File: src/rtl/dual_ram_clr.sv
// Single-port-write / single-port-read RAM with byte enables and a self-clearing
// start-up sequence. Optional same-address write-to-read forwarding: DUAL_RAM_CLR_BYPASS_EN.
module dual_ram_clr #(
  parameter  int DATA_W = 8,
  parameter  int DEPTH  = 16,
  parameter  int ADDR_W = 4,
  localparam int BE_W   = DATA_W / 8
) (
  input  logic              clk,
  input  logic              reset,
  input  logic              write,
  input  logic [ADDR_W-1:0] wr_addr,
  input  logic [BE_W-1:0]   wr_be,
  input  logic [DATA_W-1:0] data_in,
  input  logic              read,
  input  logic [ADDR_W-1:0] rd_addr,
  output logic [DATA_W-1:0] data_out,
  output logic              rd_valid,
  output logic              busy,
  output logic              err
);

  localparam logic [ADDR_W:0]   DEPTH_L = (ADDR_W + 1)'(DEPTH);
  localparam logic [ADDR_W-1:0] LAST_L  = ADDR_W'(DEPTH - 1);
  localparam logic [ADDR_W-1:0] ONE_L   = ADDR_W'(1);

  typedef enum logic [0:0] {
    ST_CLEAR = 1'b0,
    ST_READY = 1'b1
  } state_t;

  // Byte-lane merge: lanes with be set come from new_w, the rest from old_w.
  function automatic logic [DATA_W-1:0] merge_lanes(
    input logic [DATA_W-1:0] old_w,
    input logic [DATA_W-1:0] new_w,
    input logic [BE_W-1:0]   be
  );
    logic [DATA_W-1:0] res;
    res = old_w;
    for (int k = 0; k < BE_W; k++) begin
      if (be[k]) begin
        res[8*k +: 8] = new_w[8*k +: 8];
      end else begin
        res[8*k +: 8] = old_w[8*k +: 8];
      end
    end
    return res;
  endfunction

  logic [DATA_W-1:0] mem [0:DEPTH-1];

  state_t            state_r;
  state_t            state_nxt_s;
  logic [ADDR_W-1:0] clr_ptr_r;
  logic              busy_r;
  logic [DATA_W-1:0] data_out_r;
  logic              rd_valid_r;
  logic              err_r;

  logic              clr_en_s;
  logic              rdy_s;
  logic              wr_in_range_s;
  logic              rd_in_range_s;
  logic              wr_req_s;
  logic              wr_ok_s;
  logic              rd_ok_s;
  logic [DATA_W-1:0] rd_word_s;
  logic [DATA_W-1:0] rd_data_s;

  // State register, clear pointer and registered busy flag.
  always_ff @(posedge clk) begin
    if (reset) begin
      state_r   <= ST_CLEAR;
      clr_ptr_r <= '0;
      busy_r    <= 1'b1;
    end else begin
      state_r <= state_nxt_s;
      busy_r  <= (state_nxt_s == ST_CLEAR);
      if (clr_en_s) begin
        clr_ptr_r <= (clr_ptr_r == LAST_L) ? '0 : clr_ptr_r + ONE_L;
      end else begin
        clr_ptr_r <= clr_ptr_r;
      end
    end
  end

  // Next-state logic: CLEAR runs until the last word has been zeroed.
  always_comb begin
    state_nxt_s = state_r;
    case (state_r)
      ST_CLEAR: begin
        if (clr_ptr_r == LAST_L) begin
          state_nxt_s = ST_READY;
        end else begin
          state_nxt_s = ST_CLEAR;
        end
      end
      ST_READY: state_nxt_s = ST_READY;
      default:  state_nxt_s = ST_CLEAR;
    endcase
  end

  // State decode into clear and access enables.
  always_comb begin
    clr_en_s = 1'b0;
    rdy_s    = 1'b0;
    case (state_r)
      ST_CLEAR: clr_en_s = !reset;
      ST_READY: rdy_s    = !reset;
      default: begin
        clr_en_s = 1'b0;
        rdy_s    = 1'b0;
      end
    endcase
  end

  // Address range checks, request qualification and read-port data selection.
  always_comb begin
    wr_in_range_s = ({1'b0, wr_addr} < DEPTH_L);
    rd_in_range_s = ({1'b0, rd_addr} < DEPTH_L);
    wr_req_s      = rdy_s & write;
    wr_ok_s       = wr_req_s & wr_in_range_s;
    rd_ok_s       = rdy_s & read;
    if (rd_in_range_s) begin
      rd_word_s = mem[rd_addr];
    end else begin
      rd_word_s = '0;
    end
`ifdef DUAL_RAM_CLR_BYPASS_EN
    if (wr_ok_s && (wr_addr == rd_addr)) begin
      rd_data_s = merge_lanes(rd_word_s, data_in, wr_be);
    end else begin
      rd_data_s = rd_word_s;
    end
`else
    rd_data_s = rd_word_s;
`endif
  end

  // Storage array: clear sequence has the port during CLEAR, user writes afterwards.
  always_ff @(posedge clk) begin
    if (clr_en_s) begin
      mem[clr_ptr_r] <= '0;
    end else if (wr_ok_s) begin
      mem[wr_addr] <= merge_lanes(mem[wr_addr], data_in, wr_be);
    end
  end

  // Read data, valid pulse and sticky out-of-range error.
  always_ff @(posedge clk) begin
    if (reset) begin
      data_out_r <= '0;
      rd_valid_r <= 1'b0;
      err_r      <= 1'b0;
    end else begin
      rd_valid_r <= rd_ok_s;
      if (rd_ok_s) begin
        data_out_r <= rd_data_s;
      end else begin
        data_out_r <= data_out_r;
      end
      if ((rd_ok_s && !rd_in_range_s) || (wr_req_s && !wr_in_range_s)) begin
        err_r <= 1'b1;
      end else begin
        err_r <= err_r;
      end
    end
  end

  assign data_out = data_out_r;
  assign rd_valid = rd_valid_r;
  assign busy     = busy_r;
  assign err      = err_r;

endmodule

File: config.mk
export PLATFORM = sky130hd
export DESIGN_NAME = dual_ram_clr
export DESIGN_NICKNAME = d
export VERILOG_FILES = /design/src/rtl/dual_ram_clr.sv
export SDC_FILE = /design/constraint.sdc
export NUM_CORES = 1
export LEC_CHECK = 0
export ABC_AREA = 1
export CELL_PAD_IN_SITES_DETAIL_PLACEMENT = 0
export CELL_PAD_IN_SITES_GLOBAL_PLACEMENT = 1
export CORE_AREA = 5 5 117 119
export DETAILED_ROUTE_END_ITERATION = 8
export DIE_AREA = 0 0 122 124
export PLACE_DENSITY_LB_ADDON = 0.08
export RECOVER_POWER = 100
export SETUP_SLACK_MARGIN = 0.15
export SYNTH_ARGS = -nofsm -noshare
export SYNTH_HDL_FRONTEND = slang
export SYNTH_SLANG_ARGS = --single-unit
File: constraint.sdc
create_clock -name clk -period 4.85 [get_ports clk]
set_input_delay 1.2125 -clock clk [delete_from_list [all_inputs] [get_ports clk]]
set_output_delay 1.2125 -clock clk [all_outputs]
set_load 0.03 [all_outputs]
==> Implementation_results.wiki <==
{| class="wikitable"
! Metric !! Value
|-
| Delay of the slowest cell on the worst path || 1.38 ns
|-
| H-tree Lvls || 4
|-
| First element of the critical path || reset
|-
| Count of buffering cells on the critical path with inverters included || 1
|-
| Maximum number of pins on one net before global-route repair || 65
|-
| Buffers on Ports || 30
|-
| Post-CTS setup buffers || 0
|-
| Max_cap viols || 1
|-
| Crit-path cells || dlygate4sd3_1 > nor2_1 > nand3_1 > nor2_1
|-
| Max-slew violation total from the final report || 17
|-
| Worst reg2reg startpoint || state_r$_SDFF_PP0_
|-
| Root Buffer || sky130_fd_sc_hd__clkbuf_16
|-
| Initial antenna violation count || 0
|-
| Post-Synthesis Cells || 634
|-
| Clock tree from TritonCTS || yes
|-
| Violations in the final reports || max-capacitance violations, max-slew violations
|-
| Buffer depth of the longest clock path || 2
|-
| Initial DRC count || 331
|-
| Final net count || 687
|-
| Worst setup path category || in2reg
|-
| Status || complete, but fails checks
|-
| Placement row count || 41
|-
| Mapped Avg Cell Area || 9.79 um^2
|-
| Detailed-route DRC error count || 0
|-
| Routed vias || 4200
|-
| Crit path max-delay family || simple AND/OR/NAND/NOR gates
|-
| WHS || 0.446 ns
|-
| Final routed wire length divided by cell count || 17.3 um
|-
| TritonRoute pass-1 iters || 5
|-
| Static Leakage || 0.00306 uW
|-
| Sequential fraction of the synthesis area || 0.667
|-
| Relative slew margins || -0.0666
|-
| Cell area after synthesis || 0.00621 mm^2
|-
| Post-synth EDFFs || 128
|-
| Die span in x || 122 um
|-
| Type of element capturing the critical path || register
|-
| Cts hold-fix bufs || 0
|-
| Clock sink total || 143
|-
| Clock skew || 0.00612 ns
|-
| Diodes inserted || 0
|-
| Number of synthesized register bits || 143
|-
| Area grow syn2layout || 14.9%
|-
| Area taken by multi-input logic gates || 0.00154 mm^2
|-
| Via-per-instance ratio || 4.94
|-
| Total of cells resized after clock tree synthesis || 0
|-
| Die Outline Area || 0.0151 mm^2
|-
| Storage element area || 0.00414 mm^2
|-
| Wire length after detailed routing || 14.7 mm
|-
| Synthesized net count || 656
|-
| Post-detail-place hpwl || 9.90 mm
|-
| Number of antenna-violating nets in the routed design || 0
|-
| Yosys warning total || 0
|-
| Number of endpoints failing setup at the final stage || 0
|-
| Fmax achieved || 256 MHz
|-
| Fin crit share || 0.805
|-
| Startpoint of the most critical hold path || clr_ptr_r[3]$_SDFFE_PP0P_
|-
| Crit path top cell by count || sky130_fd_sc_hd__nor2_1
|-
| Crit path arrival time || 3.89 ns
|-
| Final core area utilization || 0.572
|-
| RePlAce Congestion || 0.824
|-
| RSZ-0062 raised after global routing || no
|-
| Transition at the pin with the smallest max-transition slack || 1.59 ns
|-
| Vias in the first global route || 4137
|-
| TritonCTS buffer count || 17
|-
| Synth async-reset ratio || 0
|-
| Layout cells sized above 1 || 0.0575
|-
| First-pass GRT wire length || 22.9 mm
|-
| Crit-path slowest cell || sky130_fd_sc_hd__nor2_1
|-
| Final Power || 2670 uW
|-
| Class of the tightest hold or removal check || reg2reg
|-
| Commonest non-fill, non-tap cell in the layout || sky130_fd_sc_hd__nand2_1
|-
| Required time worst endpoint || 4.83 ns
|-
| Setup Total Neg Slack || 0 ns
|-
| Clock slew at reported path FFs || 0.05 ns
|-
| Maximum vdd drop || 0.241 mV
|-
| Most used cells in the layout excluding fill and tap cells || sky130_fd_sc_hd__nand2_1 (227), sky130_fd_sc_hd__edfxtp_1 (128), sky130_fd_sc_hd__inv_1 (95)
|-
| Worst setup SP type || input pin
|-
| GR Util All Layers || 0.210
|-
| Top Ports || 32
|-
| Min Tclk post-route || 3.91 ns
|-
| Remaining global-route overflow || 0
|-
| Die Y-Extent || 124 um
|-
| Initial core utilization || 0.498
|-
| Flip-flop cell with the highest count after synthesis || sky130_fd_sc_hd__edfxtp_1
|-
| Biggest fanout along the worst timing path || 17
|-
| Cell area power density || 374 mW/mm^2
|-
| Core area || 0.0125 mm^2
|-
| Worst skew pair latency || 0.41 ns
|-
| Final hold violation count || 0
|-
| Unique cell type count in the Yosys netlist || 25
|-
| Number of fill cells || 1096
|}
where the power goes:
part           switching [uW]  leakage [uW]  total, uW  internal (uW)
combinational             104       0.00158        154           49.7
clock                     471      0.000251       1170            696
sequential               5.70       0.00124       1350           1340
layer usage:
metal,routed length (um),share of wire,global-route usage
met1,6730,0.46,0.289
met2,6850,0.47,0.329
met3,825,0.056,0.0540
met4,257,0.018,0.0700
met5,0,0,0
worst reg2reg max path: stages, from the launching register on:
cell                      delay [ns]
sky130_fd_sc_hd__dfxtp_1        0.38
sky130_fd_sc_hd__inv_2          0.06
sky130_fd_sc_hd__nor2_1         0.18
sky130_fd_sc_hd__nand3_1        0.49
sky130_fd_sc_hd__nor2_1         1.38
worst paths after layout:
| kind | end | slack, ns | cells after the start |
|---|---|---|---|
| hold / removal | clr_ptr_r[3]$_SDFFE_PP0P_ | 0.45 | 1 |
| setup / recovery | mem[9][1]$_DFFE_PP_ | 0.94 | 4 |
| hold reg to reg | clr_ptr_r[3]$_SDFFE_PP0P_ | 0.45 | 1 |
| setup reg to reg | mem[9][1]$_DFFE_PP_ | 1.93 | 4 |
cells in the mapped netlist (all sizes together), types with 7 or more instances:
master / count / area (um^2)
o21ai: 7 / 42.5
edfxtp: 128 / 3840
nand2: 231 / 880
nor2: 27 / 109
nand3: 94 / 483
clkbuf: 9 / 33.8
buf: 18 / 103
dfxtp: 15 / 300
inv: 98 / 368
flip-flops by register name (all words and copies together) (netlist names):
name	cells
busy	1
mem	128
clr_ptr_r	4
state_r	1
rd_valid	1
data_out	8
per-stage QoR:
step           setup WS [ns]  std cells  area, um^2
4_1_cts                 1.61        850        7190
3_3_place_gp            1.21        818        6650
5_1_grt                0.737        850        7140
6_report               0.944        850        7140
2_1_floorplan           2.23        634        6210
3_5_place_dp            1.16        818        6650
final cells by class:
type                       count  area share
timing repair buffer          39      0.0472
multi-input combinational    365       0.215
clock buffer                  20      0.0612
sequential                   143       0.581
inverter                      99      0.0521
tap                          172      0.0302
clock inverter                12      0.0135
logic make-up after synthesis:
| logic type | synth area share |
|---|---|
| adder cells (fa/ha/maj) | 0.00201 |
| flip-flops | 0.667 |
| buffers and inverters | 0.0818 |
| AO/OA/AOI/OAI | 0.0113 |
| AND/OR/NAND/NOR | 0.237 |
| other | 0.000604 |
(Power assumes the default switching activity.)
